<file path="src/rtl/matmul_pkg.sv">
// Shared definitions for the 3x3 systolic matrix multiplier: array geometry,
// accumulator width, settle time and the result-drain state encoding.
package matmul_pkg;

    localparam int unsigned MM_N      = 3;
    localparam int unsigned MM_W      = 8;
    localparam int unsigned MM_SETTLE = 7;

    typedef enum logic [1:0] {
        DRAIN_IDLE    = 2'd0,
        DRAIN_WAIT    = 2'd1,
        DRAIN_CAPTURE = 2'd2,
        DRAIN_STREAM  = 2'd3
    } drain_state_e;

endpackage

</file>
<file path="src/rtl/systolic_result_drain.sv">
// Result side of the systolic multiplier: waits out the feed skew, snapshots the
// PE accumulators and streams them row-major over a valid/ready word interface.
module systolic_result_drain
    import matmul_pkg::*;
#(
    parameter int unsigned W      = MM_W,
    parameter int unsigned N      = MM_N,
    parameter int unsigned SETTLE = MM_SETTLE
) (
    input  logic               clk,
    input  logic               rst_n,
    input  logic               start,
    input  logic [N*N*W-1:0]   acc_in,
    output logic [W-1:0]       out_data,
    output logic               out_valid,
    input  logic               out_ready,
    output logic               out_last,
    output logic               busy,
    output logic               start_drop
);

    localparam int unsigned WORDS = N * N;
    localparam int unsigned IDX_W = (WORDS > 1) ? $clog2(WORDS) : 1;
    localparam int unsigned CNT_W = (SETTLE > 1) ? $clog2(SETTLE + 1) : 1;

    localparam logic [IDX_W-1:0] LAST_IDX = IDX_W'(WORDS - 1);
    localparam logic [CNT_W-1:0] CNT_END  = CNT_W'(SETTLE - 1);

    // Settle time shorter than the skewed feed would snapshot partial sums.
    if (SETTLE < 1 || SETTLE < 3 * N - 2) begin : g_settle_chk
        $error("systolic_result_drain: SETTLE must be >= 3*N-2 and >= 1");
    end

    drain_state_e       state;
    logic [CNT_W-1:0]   cnt;
    logic [IDX_W-1:0]   idx;
    logic [W-1:0]       bank [WORDS];

    logic               hs_c;
    logic [IDX_W-1:0]   idx_nxt_c;

    assign hs_c      = out_valid && out_ready;
    assign idx_nxt_c = idx + IDX_W'(1);

    always_ff @(posedge clk or negedge rst_n) begin
        if (!rst_n) begin
            state      <= DRAIN_IDLE;
            cnt        <= '0;
            idx        <= '0;
            out_data   <= '0;
            out_valid  <= 1'b0;
            out_last   <= 1'b0;
            busy       <= 1'b0;
            start_drop <= 1'b0;
            for (int unsigned k = 0; k < WORDS; k++) begin
                bank[k] <= '0;
            end
        end else begin
            // Any start outside IDLE is discarded and flagged for one cycle.
            start_drop <= start && (state != DRAIN_IDLE);

            case (state)
                DRAIN_IDLE: begin
                    if (start) begin
                        state <= DRAIN_WAIT;
                        cnt   <= '0;
                        busy  <= 1'b1;
                    end
                end

                DRAIN_WAIT: begin
                    if (cnt == CNT_END) begin
                        state <= DRAIN_CAPTURE;
                    end else begin
                        cnt <= cnt + CNT_W'(1);
                    end
                end

                DRAIN_CAPTURE: begin
                    for (int unsigned k = 0; k < WORDS; k++) begin
                        bank[k] <= acc_in[k*W +: W];
                    end
                    // Bank is written this edge, so word 0 comes straight from acc_in.
                    idx       <= '0;
                    out_data  <= acc_in[W-1:0];
                    out_valid <= 1'b1;
                    out_last  <= (WORDS == 1);
                    state     <= DRAIN_STREAM;
                end

                DRAIN_STREAM: begin
                    if (hs_c) begin
                        if (idx == LAST_IDX) begin
                            state     <= DRAIN_IDLE;
                            out_valid <= 1'b0;
                            out_last  <= 1'b0;
                            out_data  <= '0;
                            busy      <= 1'b0;
                            idx       <= '0;
                        end else begin
                            idx      <= idx_nxt_c;
                            out_data <= bank[idx_nxt_c];
                            out_last <= (idx_nxt_c == LAST_IDX);
                        end
                    end
                end

                default: begin
                    state     <= DRAIN_IDLE;
                    out_valid <= 1'b0;
                    out_last  <= 1'b0;
                    busy      <= 1'b0;
                end
            endcase
        end
    end

endmodule

</file>
<file path="config.mk">
export PLATFORM = sky130hd
export DESIGN_NAME = systolic_result_drain
export DESIGN_NICKNAME = d
export VERILOG_FILES = /design/src/rtl/matmul_pkg.sv /design/src/rtl/systolic_result_drain.sv
export SDC_FILE = /design/constraint.sdc
export NUM_CORES = 1
export LEC_CHECK = 0
export ABC_AREA = 1
export BUFFER_PORTS_ARGS = -buffer_cell sky130_fd_sc_hd__buf_4
export CORE_MARGIN = 8
export CORE_UTILIZATION = 60
export CTS_CLUSTER_SIZE = 10
export DETAILED_ROUTE_END_ITERATION = 16
export PLACE_DENSITY_LB_ADDON = 0.3
export SKIP_LAST_GASP = 1
export SLEW_MARGIN = 20
export SYNTH_ARGS = -nofsm -noshare
export SYNTH_HDL_FRONTEND = slang
export SYNTH_SLANG_ARGS = --single-unit
</file>
<file path="constraint.sdc">
create_clock -name clk -period 5.8 [get_ports clk]
set_input_delay 1.16 -clock clk [delete_from_list [all_inputs] [get_ports clk]]
set_output_delay 1.16 -clock clk [all_outputs]
set_load 0.02 [all_outputs]
</file>
; ---- Yosys cells after proc, flatten, opt, wreduce, memory -nomap -nowiden
; Cells that the tools add are included.
[word_totals]
ff_bits = 93
latchBits = 0
ramBits = 0
rom_bits = 0
inputBits = 76
output_inout_bits = 12
word_cells = 69
memories = 0
[op_classes]
n_addsub = 2
mul = 0
div = 0
order_cmp = 1
n_eq_ne = 11
shift = 0
mux = 25
n_bitwise = 1
reduce_logical = 12
[ops]
columns = cell, n
row1 = 8-bit binary-select mux with 4-bit select, 1
row2 = 8-bit 2-to-1 mux, 4
row3 = 8-bit case mux with 2 select lines, 1
row4 = 2-bit != test (second input constant), 5
row5 = 4-bit equality test (second input constant), 2
row6 = 2-bit 2-to-1 mux, 4
row7 = 4-bit 2-to-1 mux, 2
row8 = 2-bit case mux with 4 select lines, 1
row9 = 4-bit case mux with 2 select lines, 1
row10 = 4-bit AND reduction, 2
row11 = 2-bit nonzero test, 4
row12 = 3-bit 2-to-1 mux, 2
row13 = 1-bit case mux with 2 select lines, 3
row14 = 3-bit case mux with 2 select lines, 1
row15 = 3-bit AND reduction, 2
row16 = 5-bit >= comparator (second input constant), 1
row17 = 1-bit 2-to-1 mux, 5
row18 = 4-bit inverter with 5-bit output, 1
row19 = 4-bit by 1-bit adder with 4-bit output (second input constant), 1
row20 = 2-bit equality test (second input constant), 2
row21 = 3-bit by 1-bit adder with 3-bit output (second input constant), 1
row22 = 3-bit equality test (second input constant), 1
row23 = 2-bit by 1-bit equality test with 1-bit output (second input constant), 1
row24 = 1-bit logical AND, 2
row25 = 2 further kinds, 2

; ---- Depth between registers and ports, before layout
; Gate-level depths: netlist of run 1.
[depth]
depth_word = 8
mapped_depth = 14
depth_no_buf = 9

; ---- Worst setup path after synthesis of run 1
; No wires, ideal clock.
[synth_path]
kind = register to register
from = register idx[0]
to = register out_data[0]
setup_ns = 0.073
arrival_ns = 1.895
path_slack_ns = 3.832
stages_incl_launch_ff = 13
cell_sequence = dfrtp_1 > buf_4 > inv_2 > buf_6 > buf_6 > ha_1 > buf_2 > buf_2 > nor3_2 > nand3_1 > nand2_1 > nand2_1 > a21oi_2
[synth_between]
elab_chain_len = 8
elab_cells_between_ends = 9
[synth_rtl]
columns = element, line_no
row1 = "start, declared", systolic_result_drain.sv:36  ; logic [IDX_W-1:0] idx;
row2 = "start signal, assigned", systolic_result_drain.sv:101  ; idx <= idx_nxt_c;
row3 = 4-bit by 1-bit adder with 4-bit output, systolic_result_drain.sv:43  ; assign idx_nxt_c = idx + IDX_W'(1);
row4 = 4-bit inverter with 5-bit output (not written as such), systolic_result_drain.sv:102  ; out_data <= bank[idx_nxt_c];
row5 = 8-bit binary-select mux with 4-bit select, systolic_result_drain.sv:102
row6 = 8-bit 2-to-1 mux (not written as such) (2 in a row), systolic_result_drain.sv:102
row7 = 8-bit 2-to-1 mux *, systolic_result_drain.sv:93  ; if (idx == LAST_IDX) begin
row8 = 8-bit 2-to-1 mux *, systolic_result_drain.sv:92  ; if (hs_c) begin
row9 = 8-bit case mux with 2 select lines *, systolic_result_drain.sv:62  ; case (state)
row10 = "end signal, assigned", systolic_result_drain.sv:85  ; out_data <= acc_in[W-1:0];
row11 = "end signal, assigned", systolic_result_drain.sv:102
row12 = "end, declared", systolic_result_drain.sv:14  ; output logic [W-1:0] out_data,
; Mark *: on every way between the ends. The rest lies on a longest branch, timed or not. The select of a mux whose other input is x is not followed.
; A chain may end at the register's enable or synchronous reset.

; ---- Worst setup path in the final report of run 1
; Ends and elaborated chain as after synthesis.

==> results of run 1 <==
cells in the final DEF (no fill, tap or decap), drive strengths merged, types with 2 or more instances in the layout:
cell type | netlist | final
dfrtp | 93 | 93
o211ai | 6 | 6
xnor2 | 2 | 2
nand3 | 55 | 55
inv | 82 | 83
clkinvlp | 0 | 3
o21ai | 71 | 71
a21oi | 19 | 19
nor2 | 15 | 15
clkbuf | 13 | 11
nor3 | 5 | 5
xor2 | 3 | 3
ha | 9 | 9
o31ai | 2 | 2
o22ai | 3 | 3
nand4 | 4 | 4
nand2 | 179 | 179
buf | 17 | 90
through the flow:
| stage | cell area, sq um | utilization (%) | hold WS, ps | instances | worst slack [ps] |
|---|---|---|---|---|---|
| 3_3_place_gp | 5300 | 69.6 | 457 | 740 | 2850 |
| 2_1_floorplan | 4640 | - | 437 | 579 | 3830 |
| 5_1_grt | 5480 | 72.1 | 501 | 757 | 2280 |
| 3_5_place_dp | 5300 | 69.6 | 460 | 740 | 2670 |
| 6_report | 5480 | 72.1 | 479 | 757 | 2560 |
| 4_1_cts | 5460 | 71.8 | 480 | 756 | 2640 |
Yosys cell counts:
master,count,area share (%)
a21oi_1,14,1.5
a21oi_2,5,0.94
buf_2,13,1.4
buf_4,1,0.16
buf_6,3,0.73
clkbuf_1,12,0.97
clkbuf_2,1,0.11
dfrtp_1,93,50
ha_1,9,2.4
inv_1,79,6.4
inv_2,3,0.24
nand2_1,179,14
nand3_1,54,5.8
nand3_2,1,0.22
nand4_1,4,0.54
nor2_1,14,1.1
nor2_2,1,0.13
nor3_2,5,1.1
o211ai_1,6,0.97
o21ai_0,69,7.4
o21ai_1,2,0.22
o22a_1,1,0.19
o22ai_1,3,0.40
o31ai_1,2,0.32
xnor2_1,1,0.19
xnor2_2,1,0.35
xor2_2,1,0.35
xor2_4,2,1.2
cell type report:
| class | count | area [sq um] |
|---|---|---|
| flip-flops and latches | 93 | 2330 |
| multi-input cells | 374 | 1860 |
| repair buffers | 90 | 688 |
| well taps | 102 | 128 |
| clock inverters | 5 | 36.3 |
| fillers | 649 | 2120 |
| inverters | 82 | 308 |
| clock buffers | 11 | 131 |
layer usage:
layer / global-route usage [%] / vias up / share of wire (%)
li1: - / 1969 / -
met1: 26.9 / 1905 / 43
met2: 35.2 / 133 / 49
met3: 4.09 / 16 / 5.7
met4: 6.51 / 0 / 1.6
met5: 0 / - / 0
worst max-delay path: stages, from the launching register on:
cell and delay, ps:
dfrtp_1 330, buf_4 400, inv_2 340, ha_1 1050
inv_1 410, nand3_1 190, nand3_1 90, nand3_1 130
nand2_1 60, nand2_1 70, a21oi_2 50
path summary, 6_finish.rpt:
path | startpoint | end | slack, ps | depth (start not counted)
setup / recovery | idx[0]$_DFFE_PN0P_ | out_data[0]$_DFFE_PN0P_ | 2560 | 10
hold / removal | bank[41]$_DFFE_PN0P_ | bank[41]$_DFFE_PN0P_ | 480 | 2
setup reg to reg | idx[0]$_DFFE_PN0P_ | out_data[0]$_DFFE_PN0P_ | 2560 | 10
hold reg to reg | bank[41]$_DFFE_PN0P_ | bank[41]$_DFFE_PN0P_ | 480 | 2
max in group asynchronous | rst_n | out_data[5]$_DFFE_PN0P_ | 3970 | 2
min in group asynchronous | rst_n | bank[44]$_DFFE_PN0P_ | 740 | 1
power by group through the flow:
stage / logic (mW) / clock network (mW) / registers, mW
3_5_place_dp: 1.29 / 0 / 1.09
6_report: 1.31 / 0.387 / 1.08
2_1_floorplan: 0.917 / 0 / 1.10
5_1_grt: 1.49 / 0.410 / 1.11
4_1_cts: 1.30 / 0.389 / 1.08
3_3_place_gp: 1.23 / 0 / 1.08
flip-flops by register name, indices dropped and copies added, names as in the netlist:
| name | flops |
|---|---|
| state | 2 |
| bank | 72 |
| out_last | 1 |
| start_drop | 1 |
| out_valid | 1 |
| busy | 1 |
| out_data | 8 |
| idx | 4 |
| cnt | 3 |
cells by family after synthesis:
kind of cell | synth area share, %
adders and majority gates | 2.43
AOI/OAI and AO/OA | 12.0
DFF | 50.1
xor gates and xnor gates | 2.08
buffers and inverters | 10.0
and+or+nand+nor | 23.4
==> flow_summary_export.csv, run 1 <==
group,metric,value,unit
detailed_routing,wirelength,11300,um
clock_tree,cts-root-buf,"clkbuf_8",
synth,synth_cell_types,28,
synth,synth_seq_cells,93,
setup_path,critPathCaptureType,"register",
clock_tree,clkSinkCount,93,
layout,diodes,0,
sta,grt_setup_unrepaired,"false",
sta,period_needed,3240,ps
layout,layout-drive-gt1-share,18.9,%
clock_tree,clk_pin_slew,90,ps
sta,tightest_slew,989,ps
synth,ys_warn_count,0,
layout,areaGrowthSynthToFinish,18.1,%
global_route,grt_max_degree,128,
global_route,first_global_vias,4089,
detailed_routing,antenna_left,0,
clock_tree,hold_buffers,0,
min_path,hp-class,"register to register",
sta,setup_tns,0,ps
placed_design,gp_routability_congestion,0.892,
synth,syn_inst,579,
detailed_routing,avgViaCountPerCell,5.31,
status,outcome,"completed",
power,switching_share,44.0,%
die,start_util,61.0,%
global_route,grt_pass1_wl,19100,um
power,power,2.78,mW
power,internal-power,1.56,mW
setup_path,criticalPathCategory,"register to register",
sta,finalHoldViolCount,0,
setup_path,cp.required,6050,ps
setup_path,cp.arrival,3490,ps
synth,avgSynthCellArea,8.02,sq um
sta,finalClockSkew,10.6,ps
power,total_leakage_power,2.77,nW
clock_tree,cts-resized-gates,0,
detailed_routing,via_count,4023,
placed_design,io_buffers,87,
detailed_routing,drtIter0Drc,268,
layout,fin_nets,735,
clock_tree,worstSkewPairLatency,360,ps
setup_path,worst-path-max-fanout,48,
global_route,antenna_found_initial,0,
clock_tree,htree_num_levels,3,
power,power_frac_seq,38.8,%
detailed_routing,routedWlPerCell,14.9,um
global_route,grt-ovfl-total,0,
sta,maxSlewHeadroom,34.1,%
clock_tree,cts_tree,"done",
placed_design,dp_hpwl,8230,um
synth,synth.yosys.seq_area_share,50.1,%
die,fp-row-count,32,
synth,syn-cell-area,0.00464,sq mm
clock_tree,cts_buffer_depth,2,
job,timing.max_cap.violations,0,
clock_tree,cts_buffers,9,
clock_tree,cts_setup_buffers,0,
power,clkPwrFrac,13.9,%
sta,slew_viol_final,0,
sta,fmax,0.309,GHz
global_route,grt_usage,21.0,%
power,vdd_drop_max,0.000405,V
detailed_routing,drc,0,
die,die_h,104,um
die,coreArea,0.00761,sq mm
die,die_area,0.0108,sq mm
detailed_routing,drt_pass1_iterations,5,
sta,min_period_over_period,55.8,%
power,p_sw,1.22,mW
power,combPwrFrac,47.2,%
power,pwr_density_cell,507,mW/mm^2
synth,syn_nets,664,
die,io_pins,88,
sta,finalSetupViolCount,0,
die,chipWidth,104,um
setup_path,startpoint_type,"register",
(Power assumes the default switching activity.)
==> inputs of run 2 (changes only) <==
--- a/config.mk
+++ b/config.mk
@@ -8,7 +8,7 @@
 export ABC_AREA = 1
 export BUFFER_PORTS_ARGS = -buffer_cell sky130_fd_sc_hd__buf_4
 export CORE_MARGIN = 8
-export CORE_UTILIZATION = 60
+export CORE_UTILIZATION = 50
 export CTS_CLUSTER_SIZE = 10
 export DETAILED_ROUTE_END_ITERATION = 16
 export PLACE_DENSITY_LB_ADDON = 0.3
==> constraint.sdc (replaced) <==
create_clock -name clk -period 2.76 [get_ports clk]
set_input_delay 0.552 -clock clk [delete_from_list [all_inputs] [get_ports clk]]
set_output_delay 0.552 -clock clk [all_outputs]
set_load 0.02 [all_outputs]
==> run 2 against run 1 <==
Net effect: clock power increased to 2.6 times the previous value; first-iteration DRC count decreased by 4.9%; critical path type unchanged; worst hold slack got worse by 270 ps; design area rose by 1.7%; global-route usage down 2.1 points; largest cell class unchanged; clock-buffer cell count unchanged.
==> flow_summary_export.csv, run 2 (same netlist as run 1, synthesis figures left out) <==
group,metric,value,unit
sta,period_needed,2030,ps
clock_tree,hold_buffers,0,
placed_design,io_buffers,87,
layout,diodes,0,
clock_tree,cts-root-buf,"clkbuf_8",
detailed_routing,met1_length,5100,um
setup_path,r2r_start,"idx[1]$_DFFE_PN0P_",
global_route,antenna_found_initial,0,
layout,reg_top3,"bank: 72 flops, out_data: 8 flops, idx: 4 flops",
setup_path,cpLargestDelayFamily,"buffers and inverters",
clock_tree,clk_pin_slew,90,ps
layout,stdcell_count,770,
placed_design,dp_hpwl,8500,um
sta,maxSlewHeadroom,46.9,%
sta,grt_setup_unrepaired,"false",
layout,layout-drive-gt1-share,19.6,%
global_route,first_global_vias,4164,
setup_path,cp_num_buf_inv,3,
detailed_routing,drc,0,
setup_path,worstReg2RegEnd,"out_data[0]$_DFFE_PN0P_",
sta,slew_viol_final,0,
setup_path,rr_worst_depth,10,
setup_path,startpoint,"idx[1]$_DFFE_PN0P_",
placed_design,gp_routability_congestion,0.894,
layout,fin_area,0.00558,sq mm
setup_path,startpoint_type,"register",
die,die_area,0.0126,sq mm
placed_design,dp_slack,805,ps
clock_tree,cts_setup_buffers,0,
status,outcome,"completed",
detailed_routing,drt_pass1_iterations,4,
clock_tree,htree_num_levels,3,
die,fp-row-count,35,
clock_tree,worstSkewPairLatency,360,ps
detailed_routing,wirelength,11400,um
die,die_h,112,um
detailed_routing,antenna_left,0,
die,coreArea,0.00911,sq mm
die,chipWidth,112,um
sta,fmax,0.493,GHz
detailed_routing,routedWlPerCell,14.8,um
min_path,hp-class,"input pin to async pin",
setup_path,critPathCaptureType,"register",
sta,min_period_over_period,73.4,%
global_route,grt-ovfl-total,0,
setup_path,worst-path-max-fanout,11,
setup_path,cp.arrival,2320,ps
global_route,grt_max_degree,54,
layout,final_cell_mix,"nand2_1 (179), buf_4 (94), dfrtp_1 (93)",
sta,finalSetupViolCount,0,
clock_tree,cts_buffer_depth,2,
layout,largest_reg_flops,72,
sta,timing.final.ws_setup,733,ps
layout,top_register,"bank",
detailed_routing,via_count,3983,
clock_tree,cts-resized-gates,0,
power,pwr_density_cell,1080,mW/mm^2
layout,areaGrowthSynthToFinish,20.1,%
sta,finalClockSkew,9.46,ps
detailed_routing,met2WireLength,5340,um
power,power,6.03,mW
clock_tree,clkSinkCount,93,
layout,mostFrequentLayoutCell,"nand2_1",
clock_tree,cts_tree,"done",
die,io_pins,88,
layout,fin_nets,740,
setup_path,regToRegSetupSlack,730,ps
setup_path,cp.required,3050,ps
setup_path,criticalPathCategory,"register to register",
clock_tree,cts_buffers,9,
die,start_util,51.0,%
global_route,grt_pass1_wl,19500,um
placed_design,dp_cells,755,
detailed_routing,drtIter0Drc,255,
setup_path,cp_slowest_cell,"dfrtp_1",
detailed_routing,avgViaCountPerCell,5.17,
sta,tightest_slew,793,ps
power,total_leakage_power,2.83,nW
layout,n_fill_cell,818,
setup_path,worstPathCellList,"inv_1 -> ha_1 -> buf_4 -> inv_1 -> nand3_1 -> nand3_1 -> nand3_1 -> nand2_1 -> nand2_1 -> a21oi_2",
sta,setup_tns,0,ps
placed_design,place_area,0.00536,sq mm
detailed_routing,highest_layer,"met4",
sta,finalHoldViolCount,0,
setup_path,critPathMaxStageDelay,420,ps
detailed_routing,wl_met3,663,um
global_route,grt_usage,19.0,%
job,timing.max_cap.violations,0,
setup_path,cpMostUsedCell,"nand3_1",
power,vdd_drop_max,0.000473,V
==> run 2: cell types whose count changed in the layout (fill, tap and decap cells not counted) <==
cell        change
clkbuf_8        +1
buf_4           +5
clkbuf_1        -1
bufinv_16       +2
inv_6           -1
clkinvlp_4      -2
==> run 2: routing by layer <==
metal | global-route usage (%) | vias to the layer above
met5 | 0 | -
met4 | 9.26 | 0
met3 | 4.08 | 26
met2 | 30.6 | 132
met1 | 23.7 | 1851
li1 | - | 1974
==> run 2: power by group <==
group	switching [mW]	internal, mW	total [mW]
Combinational	1.80	0.956	2.76
Clock	0.477	0.529	1.01
Sequential	0.262	2.01	2.27
Total	2.54	3.49	6.03
==> run 2: worst max-delay path by stage <==
stage,endpoint,slack [ps],depth (start not counted)
final,out_data[0]$_DFFE_PN0P_,730,10
after detailed placement,out_data[0]$_DFFE_PN0P_,810,10
after global routing,out_data[6]$_DFFE_PN0P_,580,10
after global placement,out_data[6]$_DFFE_PN0P_,920,7
after CTS,out_data[0]$_DFFE_PN0P_,790,10
after floorplan,out_data[0]$_DFFE_PN0P_,790,12
==> run 2: final cells by class <==
| class | count | area, sq um | share of cell area [%] |
|---|---|---|---|
| multi-input cells | 374 | 1860 | 33.4 |
| inverters | 82 | 308 | 5.52 |
| repair buffers | 95 | 726 | 13.0 |
| flip-flops and latches | 93 | 2330 | 41.7 |
| clock buffers | 11 | 141 | 2.53 |
| clock inverters | 4 | 72.6 | 1.30 |
| well taps | 111 | 139 | 2.49 |
==> run 2: worst reg2reg max path, delay by kind of cell, from the launching register on <==
| family | cells | cell delay (ps) |
|---|---|---|
| buf+inv | 3 | 580 |
| simple gates | 5 | 460 |
| flops | 1 | 420 |
| fa+ha+maj | 1 | 390 |
| compound gates | 1 | 110 |
==> run 2: per-stage QoR <==
step	hold WS (ps)	utilization [%]
2_1_floorplan	256	-
6_report	207	61.2
4_1_cts	230	61.2
5_1_grt	267	61.2
3_5_place_dp	457	58.9
3_3_place_gp	452	58.9
==> inputs of run 3 (changes only) <==
==> constraint.sdc (replaced) <==
create_clock -name clk -period 1.7 [get_ports clk]
set_input_delay 0.34 -clock clk [delete_from_list [all_inputs] [get_ports clk]]
set_output_delay 0.34 -clock clk [all_outputs]
set_load 0.02 [all_outputs]
==> run 3 against run 2 <==
Net effect: sequential power is 62% higher; via count shrank 0.40%; first-iteration DRC count increased by 1.6%; register-to-register slack got worse by 700 ps; core utilization up 1.2 points; largest cell class unchanged.
==> flow_summary_export.csv, run 3 (same netlist as run 1, synthesis figures left out) <==
group,metric,value,unit
status,outcome,"completed",
sta,period_needed,1670,ps
sta,finalHoldViolCount,0,
layout,final_cell_mix,"nand2_1 (179), buf_4 (105), dfrtp_1 (92)",
clock_tree,hold_buffers,0,
job,timing.max_cap.violations,0,
detailed_routing,drc,0,
sta,finalSetupViolCount,0,
setup_path,rr_worst_depth,9,
clock_tree,cts_tree,"done",
setup_path,criticalPathCategory,"register to register",
layout,mostFrequentLayoutCell,"nand2_1",
sta,finalClockSkew,7.97,ps
die,die_h,112,um
detailed_routing,highest_layer,"met4",
placed_design,dp_slack,-39.0,ps
power,pwr_density_cell,1710,mW/mm^2
die,start_util,51.0,%
global_route,grt_usage,18.5,%
setup_path,cp.arrival,1970,ps
global_route,grt_pass1_wl,19100,um
layout,multi_input_area,0.00190,sq mm
layout,final-seq-area,0.00233,sq mm
clock_tree,cts-root-buf,"clkbuf_8",
sta,tightest_slew,481,ps
layout,areaGrowthSynthToFinish,22.5,%
detailed_routing,met2WireLength,5290,um
detailed_routing,met1_length,5100,um
global_route,first_global_vias,4077,
die,fp-row-count,35,
power,total_leakage_power,2.87,nW
sta,maxSlewHeadroom,68.0,%
setup_path,startpoint_type,"register",
power,vdd_drop_max,0.000777,V
clock_tree,cts_buffer_depth,2,
detailed_routing,avgViaCountPerCell,5.07,
placed_design,gp_routability_congestion,0.854,
sta,min_period_over_period,98.3,%
global_route,grt-ovfl-total,0,
detailed_routing,wirelength,11200,um
global_route,grt_max_degree,94,
detailed_routing,drtIter0Drc,259,
layout,diodes,0,
detailed_routing,antenna_left,0,
detailed_routing,via_count,3967,
clock_tree,clkSinkCount,93,
detailed_routing,routedWlPerCell,14.2,um
power,switching_share,42.8,%
power,clkPwrFrac,14.4,%
sta,setup_tns,0,ps
power,power,9.71,mW
layout,fin_nets,752,
sta,slew_viol_final,0,
die,chipWidth,112,um
setup_path,cp.required,1990,ps
placed_design,io_buffers,87,
detailed_routing,drt_pass1_iterations,4,
layout,stdcell_count,783,
clock_tree,cts_buffers,9,
layout,top_register,"bank",
clock_tree,worstSkewPairLatency,360,ps
sta,hold_slack,8.04,ps
setup_path,worst-path-max-fanout,11,
sta,timing.final.ws_setup,29.0,ps
layout,layout-drive-gt1-share,22.6,%
layout,reg_top3,"bank: 72 flops, out_data: 8 flops, idx: 4 flops",
power,combPwrFrac,47.7,%
setup_path,critPathCaptureType,"register",
placed_design,dp_hpwl,8320,um
sta,fmax,0.598,GHz
detailed_routing,wl_met3,523,um
die,die_area,0.0126,sq mm
clock_tree,htree_num_levels,3,
clock_tree,clk_pin_slew,90,ps
sta,grt_setup_unrepaired,"true",
power,internal-power,5.56,mW
min_path,hp-class,"input pin to async pin",
layout,n_fill_cell,783,
power,power_frac_seq,37.9,%
power,p_sw,4.15,mW
layout,largest_reg_flops,72,
placed_design,dp_cells,760,
die,io_pins,88,
global_route,antenna_found_initial,0,
die,coreArea,0.00911,sq mm
==> run 3: layout make-up <==
| class | count | area share [%] |
|---|---|---|
| Clock inverter | 5 | 0.616 |
| Sequential cell | 93 | 40.9 |
| Inverter | 82 | 5.48 |
| Tap cell | 111 | 2.44 |
| Multi-Input combinational cell | 374 | 33.4 |
| Timing Repair Buffer | 107 | 14.4 |
| Clock buffer | 11 | 2.66 |
==> run 3: per-layer routing <==
layer  GRT usage [%]  up-vias
met3            4.13       20
met4            7.55        0
met5               0        -
met2            29.5      100
met1            23.7     1852
li1                -     1995
==> run 3: power groups by stage <==
stage	Sequential [mW]	Clock, mW	Combinational (mW)
floorplan	3.74	0	3.23
global placement	3.69	0	4.38
detailed placement	3.73	0	4.52
CTS	3.69	1.42	4.58
global route	3.78	1.52	5.28
finish	3.68	1.40	4.63
==> run 3: worst paths after layout <==
kind	startpoint	end	slack, ps
setup reg to reg	idx[1]$_DFFE_PN0P_	out_data[7]$_DFFE_PN0P_	30
min in group clk	acc_in[58]	bank[10]$_DFFE_PN0P_	170
max in group asynchronous	rst_n	idx[0]$_DFFE_PN0P_	1300
hold reg to reg	bank[27]$_DFFE_PN0P_	bank[27]$_DFFE_PN0P_	480
setup / recovery	idx[1]$_DFFE_PN0P_	out_data[7]$_DFFE_PN0P_	30
hold / removal	rst_n	bank[30]$_DFFE_PN0P_	8
==> run 3: what timing repair did <==
item	4_1_cts	5_1_grt
cloned	0	0
pin swaps	0	1
resized for setup	4	6
setup buffers	0	7
endpoints found under the setup margin	9	12
==> run 3: stage by stage <==
| stage | instance area (sq um) | utilization [%] |
|---|---|---|
| after floorplan | 4680 | - |
| after detailed placement | 5410 | 59.4 |
| after CTS | 5620 | 61.7 |
| after global routing | 5690 | 62.4 |
| final | 5690 | 62.4 |
| after global placement | 5410 | 59.4 |
==> run 3: worst max-delay path, cell delays in order, from the launching register on <==
cell	delay (ps)
dfrtp_1	430
inv_2	80
ha_4	320
buf_4	210
nand3_1	100
nand3_1	90
nand3_1	70
nand2_1	100
nand2_1	80
a21oi_2	120
